$ cat config.mk
export PLATFORM = sky130hd
export DESIGN_NAME = cmp_share_arbiter
export DESIGN_NICKNAME = d
export VERILOG_FILES = /design/src/rtl/cmp_arb_pkg.sv /design/src/rtl/cmp_share_arbiter_rr_pick.sv /design/src/rtl/cmp_share_arbiter.sv
export SDC_FILE = /design/constraint.sdc
export NUM_CORES = 1
export LEC_CHECK = 0
export CELL_PAD_IN_SITES_DETAIL_PLACEMENT = 2
export CELL_PAD_IN_SITES_GLOBAL_PLACEMENT = 2
export CORE_MARGIN = 4
export CORE_UTILIZATION = 23
export CTS_BUF_LIST = sky130_fd_sc_hd__clkbuf_16
export DETAILED_ROUTE_END_ITERATION = 7
export GPL_TIMING_DRIVEN = 0
export PLACE_DENSITY = 0.8
export SLEW_MARGIN = 40
export SYNTH_ARGS = -nofsm -noshare
export SYNTH_HDL_FRONTEND = slang
export SYNTH_SLANG_ARGS = --single-unit
$ cat constraint.sdc
create_clock -name clk -period 2.8 [get_ports clk]
set_input_delay 0.56 -clock clk [delete_from_list [all_inputs] [get_ports clk]]
set_output_delay 0.56 -clock clk [all_outputs]
set_load 0.05 [all_outputs]
$ cat src/rtl/cmp_arb_pkg.sv
// Shared definitions for the comparator-sharing arbiter: FSM state encoding and ID width helper.
// Latency: n/a (types and constant functions only).
// Backpressure: n/a.
package cmp_arb_pkg;

    // One transaction in flight: pick in IDLE, let the comparator settle in CMP, hold result in RESP.
    typedef enum logic [1:0] {
        IDLE = 2'd0,
        CMP  = 2'd1,
        RESP = 2'd2
    } state_t;

    // Requester ID width; a single requester still gets a 1-bit ID field.
    function automatic int calc_idw(input int nreq);
        return (nreq <= 1) ? 1 : $clog2(nreq);
    endfunction

endpackage

$ cat src/rtl/cmp_share_arbiter_rr_pick.sv
// Round-robin picker: first set request at or after ptr, wrapping past NREQ-1 back to 0.
// Latency: purely combinational.
// Backpressure: none; the caller decides whether the grant is used.
//
// Ports:
//   req      in   NREQ   request vector
//   ptr      in   IDW    highest-priority index this cycle
//   gnt      out  NREQ   one-hot grant (all zero when no request)
//   gnt_idx  out  IDW    index of the granted requester (0 when no request)
//   any      out  1      at least one request present
module rr_pick #(
    parameter int NREQ = 4,
    parameter int IDW  = 2
) (
    input  logic [NREQ-1:0] req,
    input  logic [IDW-1:0]  ptr,
    output logic [NREQ-1:0] gnt,
    output logic [IDW-1:0]  gnt_idx,
    output logic            any
);

    always_comb begin : scan
        logic           found;
        int             sum;
        logic [IDW-1:0] idx;
        gnt     = '0;
        gnt_idx = '0;
        found   = 1'b0;
        sum     = 0;
        idx     = '0;
        // Walk the ring starting at ptr; the first hit wins.
        for (int k = 0; k < NREQ; k++) begin
            sum = int'(ptr) + k;
            if (sum >= NREQ) begin
                sum = sum - NREQ;
            end
            idx = IDW'(sum);
            if (!found && req[idx]) begin
                found    = 1'b1;
                gnt[idx] = 1'b1;
                gnt_idx  = idx;
            end
        end
    end

    assign any = |req;

endmodule

$ cat src/rtl/cmp_share_arbiter.sv
// Shares one external N-bit magnitude comparator among NREQ requesters, round-robin.
// Latency: grant cycle + 1 compare cycle, response valid 2 cycles after the accept pulse; >=3 cycles/txn.
// Backpressure: response held stable while rsp_ready=0; no new request accepted until it is consumed.
//
// Ports:
//   clk, rst_n                 clock, asynchronous active-low reset
//   req_valid/req_a/req_b      per-requester operand pairs (requester i at [i*N +: N])
//   req_ready                  one-hot accept pulse, only ever high in IDLE
//   cmp_a/cmp_b                registered operands to the shared comparator (hold after a transaction)
//   cmp_greater/equal/lesser   comparator results, sampled at the end of the compare cycle
//   rsp_valid/rsp_ready        response handshake
//   rsp_id, rsp_greater/equal/lesser   captured requester ID and result
//   cmp_err                    (only with CMP_ONEHOT_CHECK_EN) sticky flag: result was not one-hot
module cmp_share_arbiter
    import cmp_arb_pkg::*;
#(
    parameter  int N    = 3,
    parameter  int NREQ = 4,
    localparam int IDW  = calc_idw(NREQ)
) (
    input  logic              clk,
    input  logic              rst_n,
    input  logic [NREQ-1:0]   req_valid,
    input  logic [NREQ*N-1:0] req_a,
    input  logic [NREQ*N-1:0] req_b,
    output logic [NREQ-1:0]   req_ready,
    output logic [N-1:0]      cmp_a,
    output logic [N-1:0]      cmp_b,
    input  logic              cmp_greater,
    input  logic              cmp_equal,
    input  logic              cmp_lesser,
    output logic              rsp_valid,
    input  logic              rsp_ready,
    output logic [IDW-1:0]    rsp_id,
    output logic              rsp_greater,
    output logic              rsp_equal,
    output logic              rsp_lesser
`ifdef CMP_ONEHOT_CHECK_EN
    ,
    output logic              cmp_err
`endif
);

    state_t          state;
    logic [IDW-1:0]  ptr;
    logic [IDW-1:0]  id;
    logic [NREQ-1:0] gnt;
    logic [IDW-1:0]  gnt_idx;
    logic            any;

    rr_pick #(
        .NREQ (NREQ),
        .IDW  (IDW)
    ) u_pick (
        .req     (req_valid),
        .ptr     (ptr),
        .gnt     (gnt),
        .gnt_idx (gnt_idx),
        .any     (any)
    );

    // The accept pulse is the grant itself, so a requester that drops valid before
    // being picked simply never sees it.
    assign req_ready = (state == IDLE) ? gnt : '0;

`ifdef CMP_ONEHOT_CHECK_EN
    logic res_onehot;
    assign res_onehot = ( cmp_greater & ~cmp_equal & ~cmp_lesser) |
                        (~cmp_greater &  cmp_equal & ~cmp_lesser) |
                        (~cmp_greater & ~cmp_equal &  cmp_lesser);
`endif

    always_ff @(posedge clk or negedge rst_n) begin
        if (!rst_n) begin
            state       <= IDLE;
            ptr         <= '0;
            id          <= '0;
            cmp_a       <= '0;
            cmp_b       <= '0;
            rsp_valid   <= 1'b0;
            rsp_id      <= '0;
            rsp_greater <= 1'b0;
            rsp_equal   <= 1'b0;
            rsp_lesser  <= 1'b0;
`ifdef CMP_ONEHOT_CHECK_EN
            cmp_err     <= 1'b0;
`endif
        end else begin
            case (state)
                IDLE: begin
                    if (any) begin
                        cmp_a <= req_a[gnt_idx*N +: N];
                        cmp_b <= req_b[gnt_idx*N +: N];
                        id    <= gnt_idx;
                        state <= CMP;
                    end
                end
                CMP: begin
                    // Operands have been stable on the comparator for a full cycle.
                    rsp_greater <= cmp_greater;
                    rsp_equal   <= cmp_equal;
                    rsp_lesser  <= cmp_lesser;
                    rsp_id      <= id;
                    rsp_valid   <= 1'b1;
                    state       <= RESP;
`ifdef CMP_ONEHOT_CHECK_EN
                    if (!res_onehot) begin
                        cmp_err <= 1'b1;
                    end
`endif
                end
                RESP: begin
                    if (rsp_ready) begin
                        rsp_valid <= 1'b0;
                        // Priority moves to the requester just after the one served.
                        ptr       <= (id == IDW'(NREQ - 1)) ? '0 : id + 1'b1;
                        state     <= IDLE;
                    end
                end
                default: state <= IDLE;
            endcase
        end
    end

endmodule

==> results of run 1 <==
==> state kept, by name, indices dropped and copies added, names as in the netlist <==
register     cells
rsp_id           2
state            2
rsp_equal        1
id               2
rsp_valid        1
rsp_lesser       1
cmp_b            3
rsp_greater      1
cmp_a            3
ptr              2
==> kinds of logic after synthesis <==
group	after synthesis
buf+inv	12
flops	18
fa+ha+maj	9
simple gates	37
compound gates	25
mux	26
==> routing by layer <==
layer / track usage, % / vias up
met5: 0 / -
met4: 1.32 / 0
met3: 2.76 / 3
met2: 26.0 / 37
met1: 14.1 / 651
li1: - / 603
==> stage by stage <==
| step | hold slack (ns) | setup WS (ns) | area [sq um] | utilization, % |
|---|---|---|---|---|
| global placement | 0.474 | -0.917 | 1980 | 35.7 |
| global route | 0.267 | -0.187 | 2230 | 40.2 |
| finish | 0.238 | -0.0596 | 2230 | 40.2 |
| floorplan | 0.264 | 0.0228 | 1400 | - |
| CTS | 0.500 | -0.0755 | 2220 | 40.2 |
| detailed placement | 0.483 | -1.03 | 1980 | 35.7 |
==> what timing repair did <==
item | in CTS | in global routing
setup endpoints to repair | 4 | 4
gates resized for setup | 56 | 2
pin swaps | 5 | 3
buffers inserted | 10 | 0
endpoints found under the hold margin | 0 | 0
==> power groups by stage <==
stage	combinational (mW)	sequential (mW)	clock, mW
final	2.21	0.475	0.283
after detailed placement	1.94	0.498	0
after global routing	2.37	0.491	0.302
after CTS	2.21	0.476	0.288
after global placement	1.85	0.486	0
after floorplan	1.12	0.772	0
==> how the worst min path moves through the flow <==
stage	from	endpoint	slack, ns	cells after the start
detailed placement	cmp_b[1]	cmp_b[1]	0.48	2
global placement	cmp_a[0]	cmp_a[0]	0.47	2
finish	rst_n	rsp_id[1]	0.24	1
floorplan	rst_n	cmp_a[0]	0.26	0
global route	rst_n	rsp_id[1]	0.27	1
CTS	cmp_b[2]	cmp_b[2]	0.50	2
==> layout make-up <==
type | count | share of cell area, %
clock buffers | 3 | 3.37
flip-flops and latches | 18 | 20.3
well taps | 72 | 4.04
plain buffers | 8 | 2.92
inverters | 4 | 1.24
repair buffers | 59 | 25.8
multi-input cells | 97 | 42.2
clock inverters | 1 | 0.169
==> Yosys cell counts, types with 2 or more instances <==
cell      number
nand2b_1       2
nor3b_1        2
mux2_2         7
inv_1          4
clkbuf_1       5
a221oi_1       4
mux4_2         2
o221ai_1       6
nand2_1       11
ha_1           9
a21oi_1        3
nand3_1        2
nor3_1         6
a22oi_1        4
dfrtp_1       18
mux2i_1       17
nor2_1         7
o21ai_1        2
==> worst reg2reg max path: cells and delay by family (launching register included) <==
kind | cells | cell delay, ns
AOI/OAI and AO/OA | 3 | 0.53
buffers and inverters | 4 | 0.60
DFF | 1 | 0.37
muxes | 2 | 0.75
and+or+nand+nor | 1 | 0.11
==> insert_results.sql, run 1 <==
INSERT INTO impl_metrics (metric_group, metric, value, unit) VALUES
('worst_setup_path', 'worst-r2r-setup-slack', '0.30', 'ns'),
('pwr', 'leakage_power_figure', '0.920', 'nW'),
('floorplan', 'core.rowCount', '27', ''),
('global_route', 'globalRouteOverflowTotal', '0', ''),
('detailed_routing', 'met1_length', '1790', 'um'),
('synthesis', 'synth_warnings', '0', ''),
('synthesis', 'synth_top_family_by_area', 'multiplexers', ''),
('synthesis', 'count_of_flip_flops_with_a_built_in_enable_after_synthesis', '0', ''),
('synthesis', 'synth.lib_cells_used.distinct', '34', ''),
('global_route', 'vias_in_the_first_global_route', '1552', ''),
('worst_setup_path', 'worst_setup_path_end_kind', 'output pin', ''),
('synthesis', 'syn_inst', '127', ''),
('run_status', 'violations', 'setup timing', ''),
('synthesis', 'syn_nets', '170', ''),
('synthesis', 'synthTopCellsByArea', 'dfrtp_1, mux2i_1, ha_1', ''),
('clock_network', 'clock-sinks', '18', ''),
('final_layout', 'num-fill-cells', '584', ''),
('synthesis', 'async_reset_ff_share', '100', '%'),
('synthesis', 'post_synth.cell_area_avg', '10.4', 'sq um'),
('flow_run', 'max_cap_violations', '0', ''),
('worst_setup_path', 'slowest_delay', '0.51', 'ns'),
('clock_network', 'cts_max_level', '1', ''),
('clock_network', 'cts_tree', 'built', ''),
('global_route', 'grt.total_usage', '13.0', '%'),
('timing', 'setup_viol', '4', ''),
('detailed_routing', 'detailedRoute.firstIterationViolations', '27', ''),
('clock_network', 'clk_latency', '0.25', 'ns'),
('synthesis', 'synth_area_leader_cell', 'dfrtp_1', ''),
('timing', 'grt_setup_unrepaired', 'true', ''),
('pwr', 'power_density', '1330', 'nW/um^2'),
('worst_setup_path', 'timing.rr.end', 'cmp_a[0]', ''),
('pwr', 'internal_power', '1.53', 'mW'),
('timing', 'finalSetupTns', '-0.153', 'ns'),
('place', 'io_port_bufs', '49', ''),
('pwr', 'switching_share', '48.3', '%'),
('worst_setup_path', 'cp.required', '2.24', 'ns'),
('final_layout', 'multi_input_area', '940', 'sq um'),
('detailed_routing', 'highest_metal_layer_with_signal_wires', 'met4', ''),
('run_status', 'outcome', 'finished with violations', ''),
('timing', 'achievable-frequency', '350', 'MHz'),
('synthesis', 'yosys.area.top_type_share', '34.2', '%'),
('synthesis', 'mappedNetlistArea', '1320', 'sq um'),
('worst_setup_path', 'crit_path_start', 'ptr[1]', ''),
('worst_setup_path', 'crit_path_frequent_cell', 'buf_6', ''),
('floorplan', 'design.core.area', '5540', 'sq um'),
('floorplan', 'i_o_pin_count', '50', ''),
('synthesis', 'postSynthRegisterBits', '18', ''),
('final_layout', 'syn2layout_area_growth', '69.0', '%'),
('final_layout', 'num_antenna_cells', '0', ''),
('clock_network', 'clk_pin_slew_worst_paths', '0.05', 'ns'),
('clock_network', 'clk_root_buffer_cell', 'clkbuf_16', ''),
('worst_setup_path', 'critical_path.cell_chain', 'buf_6 -> buf_6 -> mux4_2 -> nor2b_4 -> a22oi_1 -> nor2_1 -> a221oi_2 -> nor3_4 -> buf_6', ''),
('global_route', 'grt_start_max_net_pins', '19', ''),
('timing', 'worst_slew_pin_slew', '0.754', 'ns'),
('timing', 'relative_slew_margins', '49.7', '%'),
('pwr', 'power_switching', '1.43', 'mW'),
('place', 'finalWeightedCongestion', '0.732', ''),
('global_route', 'number_of_antenna_violations_at_the_first_check_in_global_routing', '0', ''),
('timing', 'post-route-worst-setup-slack', '-0.0596', 'ns'),
('final_layout', 'final_cells', '262', ''),
('timing', 'final_max_tran_viols', '0', ''),
('pwr', 'maximum_ir_drop_on_the_vdd_rail', '487', 'uV'),
('worst_setup_path', 'timing.critical_path.buf_inv', '3', ''),
('detailed_routing', 'total_met2_wirelength_after_detailed_routing', '2490', 'um'),
('timing', 'timing.final.crit_share', '102', '%'),
('detailed_routing', 'post_detailed_route_drc_marker_count', '0', ''),
('detailed_routing', 'dr_total_vias', '1294', ''),
('pwr', 'power.total', '2.97', 'mW'),
('timing', 'timing.final.hold_violations', '0', ''),
('worst_setup_path', 'worst_r2r_path_depth', '10', ''),
('final_layout', 'final_cell_mix', 'clkdlybuf4s50_1, dfrtp_1, mux2i_1', '');
Note: power is estimated with default switching activity, not from simulation.
==> inputs of run 2 (changes only) <==
- SLEW_MARGIN: 40 -> 10
==> run 2 against run 1 <==
Cell count unchanged. Non-clock buffer count unchanged. The flow still finishes with violations (setup timing). Global-route usage unchanged. Count of clock-buffer cells in the layout unchanged. Core utilization increased by 0.090 points.
==> insert_results.sql, run 2 (same netlist as run 1, synthesis figures left out) <==
INSERT INTO impl_metrics (metric_group, metric, value, unit) VALUES
('timing', 'relative_slew_margins', '46.7', '%'),
('detailed_routing', 'route.antenna.remaining_nets', '0', ''),
('final_layout', 'largestRegisters', 'cmp_a: 3 flops, cmp_b: 3 flops', ''),
('global_route', 'first_pass_grt_wire_length', '7620', 'um'),
('floorplan', 'die_height', '83.7', 'um'),
('final_layout', 'final_cell_mix', 'clkdlybuf4s50_1, dfrtp_1, mux2i_1', ''),
('clock_network', 'cts_max_level', '1', ''),
('timing', 'worst_hold_slack', '0.501', 'ns'),
('detailed_routing', 'detail_route.vias_per_cell', '4.95', ''),
('timing', 'timing.final.hold_violations', '0', ''),
('detailed_routing', 'post_detailed_route_drc_marker_count', '0', ''),
('worst_setup_path', 'crit_path_start', 'ptr[1]', ''),
('clock_network', 'clk_root_buffer_cell', 'clkbuf_16', ''),
('clock_network', 'clk_path_buf_depth', '2', ''),
('floorplan', 'design.core.area', '5540', 'sq um'),
('global_route', 'globalRouteOverflowTotal', '0', ''),
('detailed_routing', 'average_routed_wire_per_standard_cell', '17.1', 'um'),
('floorplan', 'initial_core_util', '23.8', '%'),
('pwr', 'leakage_power_figure', '0.920', 'nW'),
('global_route', 'number_of_antenna_violations_at_the_first_check_in_global_routing', '0', ''),
('worst_setup_path', 'critPathMaxFanout', '5', ''),
('floorplan', 'overall_die_width', '83.7', 'um'),
('final_layout', 'syn2layout_area_growth', '69.4', '%'),
('timing', 'achievable-frequency', '350', 'MHz'),
('pwr', 'power_density', '1330', 'nW/um^2'),
('timing', 'skew', '0.00405', 'ns'),
('final_layout', 'num_antenna_cells', '0', ''),
('place', 'io_port_bufs', '49', ''),
('clock_network', 'clk_pin_slew_worst_paths', '0.05', 'ns'),
('worst_setup_path', 'worstPathArrival', '2.30', 'ns'),
('clock_network', 'cts_made_buffers', '3', ''),
('worst_hold_path', 'startpoint_of_the_lowest_slack_hold_path', 'cmp_b[2]', ''),
('timing', 'worst_slew_pin_slew', '0.797', 'ns'),
('timing', 'timing.final.crit_share', '102', '%'),
('detailed_routing', 'dr_total_vias', '1296', ''),
('final_layout', 'most_common_cell_after_layout_fill_and_taps_aside', 'clkdlybuf4s50_1', ''),
('run_status', 'violations', 'setup timing', ''),
('timing', 'post-route-worst-setup-slack', '-0.0594', 'ns'),
('final_layout', 'fin_nets', '234', ''),
('detailed_routing', 'wire_length_reported_by_the_detailed_router', '4490', 'um'),
('floorplan', 'core.rowCount', '27', ''),
('worst_hold_path', 'timing.hold.worst.class', 'flip-flop to flip-flop', ''),
('timing', 'setup_viol', '4', ''),
('run_status', 'outcome', 'finished with violations', ''),
('place', 'finalWeightedCongestion', '0.732', ''),
('worst_setup_path', 'cp.required', '2.24', 'ns'),
('detailed_routing', 'drt_pass1_iterations', '4', ''),
('pwr', 'power.total', '2.97', 'mW'),
('flow_run', 'max_cap_violations', '0', ''),
('global_route', 'grt_start_max_net_pins', '19', ''),
('place', 'preCtsSetupSlack', '-1.03', 'ns'),
('clock_network', 'clk_latency', '0.25', 'ns'),
('floorplan', 'i_o_pin_count', '50', ''),
('worst_setup_path', 'path_class', 'flip-flop to output pin', ''),
('global_route', 'vias_in_the_first_global_route', '1552', ''),
('worst_setup_path', 'worst_setup_path_end_kind', 'output pin', ''),
('final_layout', 'drive_above_1_share', '29.5', '%'),
('detailed_routing', 'detailedRoute.firstIterationViolations', '31', ''),
('timing', 'period_needed', '2.86', 'ns'),
('clock_network', 'cts_tree', 'built', ''),
('place', 'dp.final_hpwl', '3450', 'um'),
('timing', 'grt_setup_unrepaired', 'true', ''),
('worst_setup_path', 'reg2reg_from', 'ptr[1]', ''),
('global_route', 'grt.total_usage', '13.0', '%'),
('clock_network', 'clock-sinks', '18', ''),
('pwr', 'maximum_ir_drop_on_the_vdd_rail', '487', 'uV'),
('timing', 'final_max_tran_viols', '0', ''),
('worst_setup_path', 'timing.critical_path.from_type', 'flip-flop', ''),
('floorplan', 'dieArea', '7000', 'sq um'),
('clock_network', 'cts_hold_repair.buffers', '0', '');
[run 2: layout make-up]
| cell class | instances | area, sq um |
|---|---|---|
| clock inverter | 1 | 3.75 |
| sequential | 18 | 452 |
| fill | 584 | 3310 |
| tap | 72 | 90.1 |
| inverter | 4 | 27.5 |
| timing repair buffer | 59 | 579 |
| clock buffer | 3 | 75.1 |
| multi-input combinational | 97 | 940 |
| buffer | 8 | 65.1 |
[run 2: worst paths after layout]
check	cells past startpoint	slack (ns)	end
worst max-delay path	9	-0.06	req_ready[2]
worst min-delay path	2	0.50	cmp_b[2]
worst max register to register	10	0.31	cmp_a[0]
worst min register to register	2	0.50	cmp_b[2]
max in group asynchronous	1	1.47	ptr[0]
min in group asynchronous	1	0.78	cmp_a[1]
[run 2: timing repair]
item                                    4_1_cts  5_1_grt
endpoints found under the setup margin        4        4
resized for setup                            56        2
pin swaps                                     5        3
setup buffers                                10        0
[run 2: critical path: stages, from the launching register on]
cell      delay, ns
dfrtp_1        0.37
buf_6          0.13
buf_6          0.12
mux4_2         0.51
nor2b_4        0.17
a22oi_1        0.18
nor2_1         0.08
a221oi_2       0.27
nor3_4         0.05
buf_6          0.18
[run 2: routing by layer]
metal  vias to the layer above  routed length (um)  global-route usage (%)
met3                         3                 198                    2.76
met1                       653                1780                    14.1
met2                        37                2490                    26.0
met5                         -                   0                       0
li1                        603                   -                       -
met4                         0                  21                    1.32
[run 2: stage by stage]
step / cells / util (%) / instance area [sq um] / TNS [ns]
after CTS: 262 / 40.2 / 2220 / -0.0899
final: 262 / 40.3 / 2230 / -0.152
after detailed placement: 248 / 35.7 / 1980 / -5.12
after floorplan: 127 / - / 1400 / 0
after global placement: 248 / 35.7 / 1980 / -3.50
after global routing: 262 / 40.3 / 2230 / -0.583
[run 2: power breakdown]
group	internal [mW]	switching, mW
sequential	0.396	0.0792
clock	0.190	0.0938
combinational	0.950	1.26
==> inputs of run 3 (changes only) <==
- SETUP_SLACK_MARGIN: default -> 0.2
==> run 3 against run 2 <==
The run still ends with setup timing left. Sequential share of layout area fell by 0.89 points. Combinational power rose by 10%. Power rose by 7.6%. Critical path depth did not move. Register-to-register slack got worse by 0.03 ns. Core utilization rose by 2.0 points. Critical path type unchanged. Critical endpoint is now req_ready[0]. Largest power group unchanged.
==> insert_results.sql, run 3 (same netlist as run 1, synthesis figures left out) <==
INSERT INTO impl_metrics (metric_group, metric, value, unit) VALUES
('floorplan', 'i_o_pin_count', '50', ''),
('pwr', 'leakage_power_figure', '0.944', 'nW'),
('final_layout', 'largestRegisters', 'cmp_a: 3 flops, cmp_b: 3 flops', ''),
('detailed_routing', 'average_routed_wire_per_standard_cell', '18.2', 'um'),
('global_route', 'grt_start_max_net_pins', '19', ''),
('final_layout', 'drive_above_1_share', '35.2', '%'),
('final_layout', 'num-fill-cells', '582', ''),
('timing', 'achievable-frequency', '344', 'MHz'),
('worst_setup_path', 'path_class', 'flip-flop to output pin', ''),
('worst_setup_path', 'timing.critical_path.buf_inv', '3', ''),
('timing', 'worst_hold_slack', '0.506', 'ns'),
('detailed_routing', 'detail_route.vias_per_cell', '4.90', ''),
('final_layout', 'syn2layout_area_growth', '77.7', '%'),
('timing', 'skew', '0.00162', 'ns'),
('worst_setup_path', 'timing.critical_path.depth', '9', ''),
('final_layout', 'num_antenna_cells', '0', ''),
('floorplan', 'overall_die_width', '83.7', 'um'),
('worst_hold_path', 'timing.hold.worst.class', 'flip-flop to flip-flop', ''),
('clock_network', 'clock-sinks', '18', ''),
('worst_setup_path', 'worst-r2r-setup-slack', '0.28', 'ns'),
('clock_network', 'clk_path_buf_depth', '2', ''),
('timing', 'grt_setup_unrepaired', 'true', ''),
('place', 'dpl-instance-area', '1980', 'sq um'),
('run_status', 'violations', 'setup timing', ''),
('worst_setup_path', 'timing.rr.end', 'cmp_a[1]', ''),
('final_layout', 'multi_input_area', '1020', 'sq um'),
('timing', 'final_max_tran_viols', '0', ''),
('timing', 'timing.final.hold_violations', '0', ''),
('global_route', 'first_pass_grt_wire_length', '8140', 'um'),
('detailed_routing', 'drt_pass1_iterations', '4', ''),
('worst_setup_path', 'worst_setup_path_end_kind', 'output pin', ''),
('detailed_routing', 'route.antenna.remaining_nets', '0', ''),
('worst_setup_path', 'timing.critical_path.max_delay_family', 'simple AND/OR/NAND/NOR gates', ''),
('floorplan', 'core.rowCount', '27', ''),
('worst_setup_path', 'slowest_delay', '0.50', 'ns'),
('global_route', 'grt.total_usage', '14.2', '%'),
('detailed_routing', 'detailedRoute.firstIterationViolations', '17', ''),
('floorplan', 'initial_core_util', '23.8', '%'),
('worst_setup_path', 'worst_path_max_delay_cell', 'or4_4', ''),
('place', 'finalWeightedCongestion', '0.739', ''),
('worst_setup_path', 'critical_path.cell_chain', 'buf_8 -> inv_8 -> ha_4 -> nand2b_4 -> or4_4 -> nand3_4 -> a221oi_4 -> nor3_4 -> buf_6', ''),
('pwr', 'maximum_ir_drop_on_the_vdd_rail', '432', 'uV'),
('global_route', 'globalRouteOverflowTotal', '0', ''),
('final_layout', 'finalInstanceArea', '2340', 'sq um'),
('pwr', 'power_density', '1360', 'nW/um^2'),
('final_layout', 'final_cell_mix', 'clkdlybuf4s50_1, dfrtp_1, mux2i_1', ''),
('place', 'io_port_bufs', '49', ''),
('global_route', 'number_of_antenna_violations_at_the_first_check_in_global_routing', '0', ''),
('clock_network', 'clk_latency', '0.25', 'ns'),
('global_route', 'vias_in_the_first_global_route', '1562', ''),
('worst_setup_path', 'worstPathArrival', '2.34', 'ns'),
('timing', 'setup_viol', '4', ''),
('global_route', 'met1_usage', '15.1', '%'),
('worst_setup_path', 'reg2reg_from', 'ptr[0]', ''),
('worst_setup_path', 'crit_path_start', 'ptr[0]', ''),
('detailed_routing', 'post_detailed_route_drc_marker_count', '0', ''),
('worst_setup_path', 'critPathMaxFanout', '5', ''),
('worst_setup_path', 'worst_r2r_path_depth', '11', ''),
('place', 'dp.final_hpwl', '3470', 'um'),
('run_status', 'outcome', 'finished with violations', ''),
('clock_network', 'cts_made_buffers', '3', ''),
('global_route', 'met3_usage_grt', '2.57', '%'),
('final_layout', 'regArea', '453', 'sq um'),
('clock_network', 'clk_root_buffer_cell', 'clkbuf_16', ''),
('detailed_routing', 'dr_total_vias', '1298', ''),
('timing', 'timing.final.crit_share', '104', '%'),
('final_layout', 'fin_nets', '237', ''),
('clock_network', 'clk_pin_slew_worst_paths', '0.05', 'ns'),
('timing', 'worst_slew_pin_slew', '0.819', 'ns'),
('detailed_routing', 'wire_length_reported_by_the_detailed_router', '4810', 'um'),
('worst_setup_path', 'timing.critical_path.from_type', 'flip-flop', ''),
('timing', 'post-route-worst-setup-slack', '-0.105', 'ns'),
('floorplan', 'design.core.area', '5540', 'sq um'),
('timing', 'relative_slew_margins', '45.2', '%'),
('floorplan', 'die_height', '83.7', 'um'),
('worst_setup_path', 'cp.required', '2.24', 'ns'),
('worst_setup_path', 'worstSetupEndpoint', 'req_ready[0]', ''),
('flow_run', 'max_cap_violations', '0', ''),
('clock_network', 'cts_tree', 'built', ''),
('timing', 'period_needed', '2.90', 'ns'),
('global_route', 'layer_with_the_highest_usage', 'met2', ''),
('floorplan', 'dieArea', '7000', 'sq um'),
('clock_network', 'cts_max_level', '1', ''),
('final_layout', 'most_common_cell_after_layout_fill_and_taps_aside', 'clkdlybuf4s50_1', ''),
('global_route', 'groute.layer.met2.usage', '28.4', '%');
run 3: per-stage QoR:
| stage | total power, mW | util, % | cells | setup slack, ns | TNS [ns] |
|---|---|---|---|---|---|
| after floorplan | 1.89 | - | 127 | 0.0228 | 0 |
| after global placement | 2.34 | 35.7 | 248 | -0.924 | -3.52 |
| after detailed placement | 2.44 | 35.7 | 248 | -1.08 | -5.41 |
| after CTS | 3.11 | 41.1 | 264 | -0.0848 | -0.302 |
| after global routing | 3.41 | 42.3 | 265 | -0.196 | -0.733 |
| final | 3.19 | 42.3 | 265 | -0.105 | -0.330 |
run 3: power by group:
| group | switching (mW) | internal (mW) | total, mW |
|---|---|---|---|
| Combinational | 1.37 | 1.06 | 2.43 |
| Clock | 0.0949 | 0.190 | 0.285 |
| Sequential | 0.0786 | 0.397 | 0.475 |
run 3: area by class of cell:
cell class | instances | area share (%)
Multi-Input combinational cell | 97 | 43.5
Buffer | 8 | 3.10
Timing Repair Buffer | 62 | 25.7
Sequential cell | 18 | 19.3
Clock buffer | 3 | 3.21
Clock inverter | 1 | 0.160
Inverter | 4 | 1.18
Tap cell | 72 | 3.85
run 3: what timing repair did:
action / 4_1_cts / 5_1_grt
setup endpoints to repair: 11 / 10
hold buffers: 0 / 0
pin swaps: 9 / 2
resized for setup: 61 / 15
buffers inserted: 12 / 1
run 3: worst reg2reg max path: cells and delay by family, from the launching register on:
kind / cells / cell delay, ns
fa+ha+maj: 1 / 0.20
flops: 1 / 0.42
compound gates: 2 / 0.26
buf+inv: 4 / 0.48
simple gates: 4 / 1.10
run 3: worst min-delay path by stage:
stage,cells after the start,slack (ns),end,startpoint
floorplan,0,0.26,cmp_a[0],rst_n
global placement,2,0.47,cmp_a[1],cmp_a[1]
detailed placement,2,0.49,cmp_b[1],cmp_b[1]
CTS,1,0.51,rsp_equal,rsp_equal
global route,1,0.53,rsp_equal,rsp_equal
finish,1,0.51,rsp_equal,rsp_equal
run 3: metal layers:
metal  part of all wire [%]  vias to the layer above
met2                     57                       35
met3                    4.2                        7
li1                       -                      604
met1                     38                      652
met4                    1.1                        0
met5                      0                        -
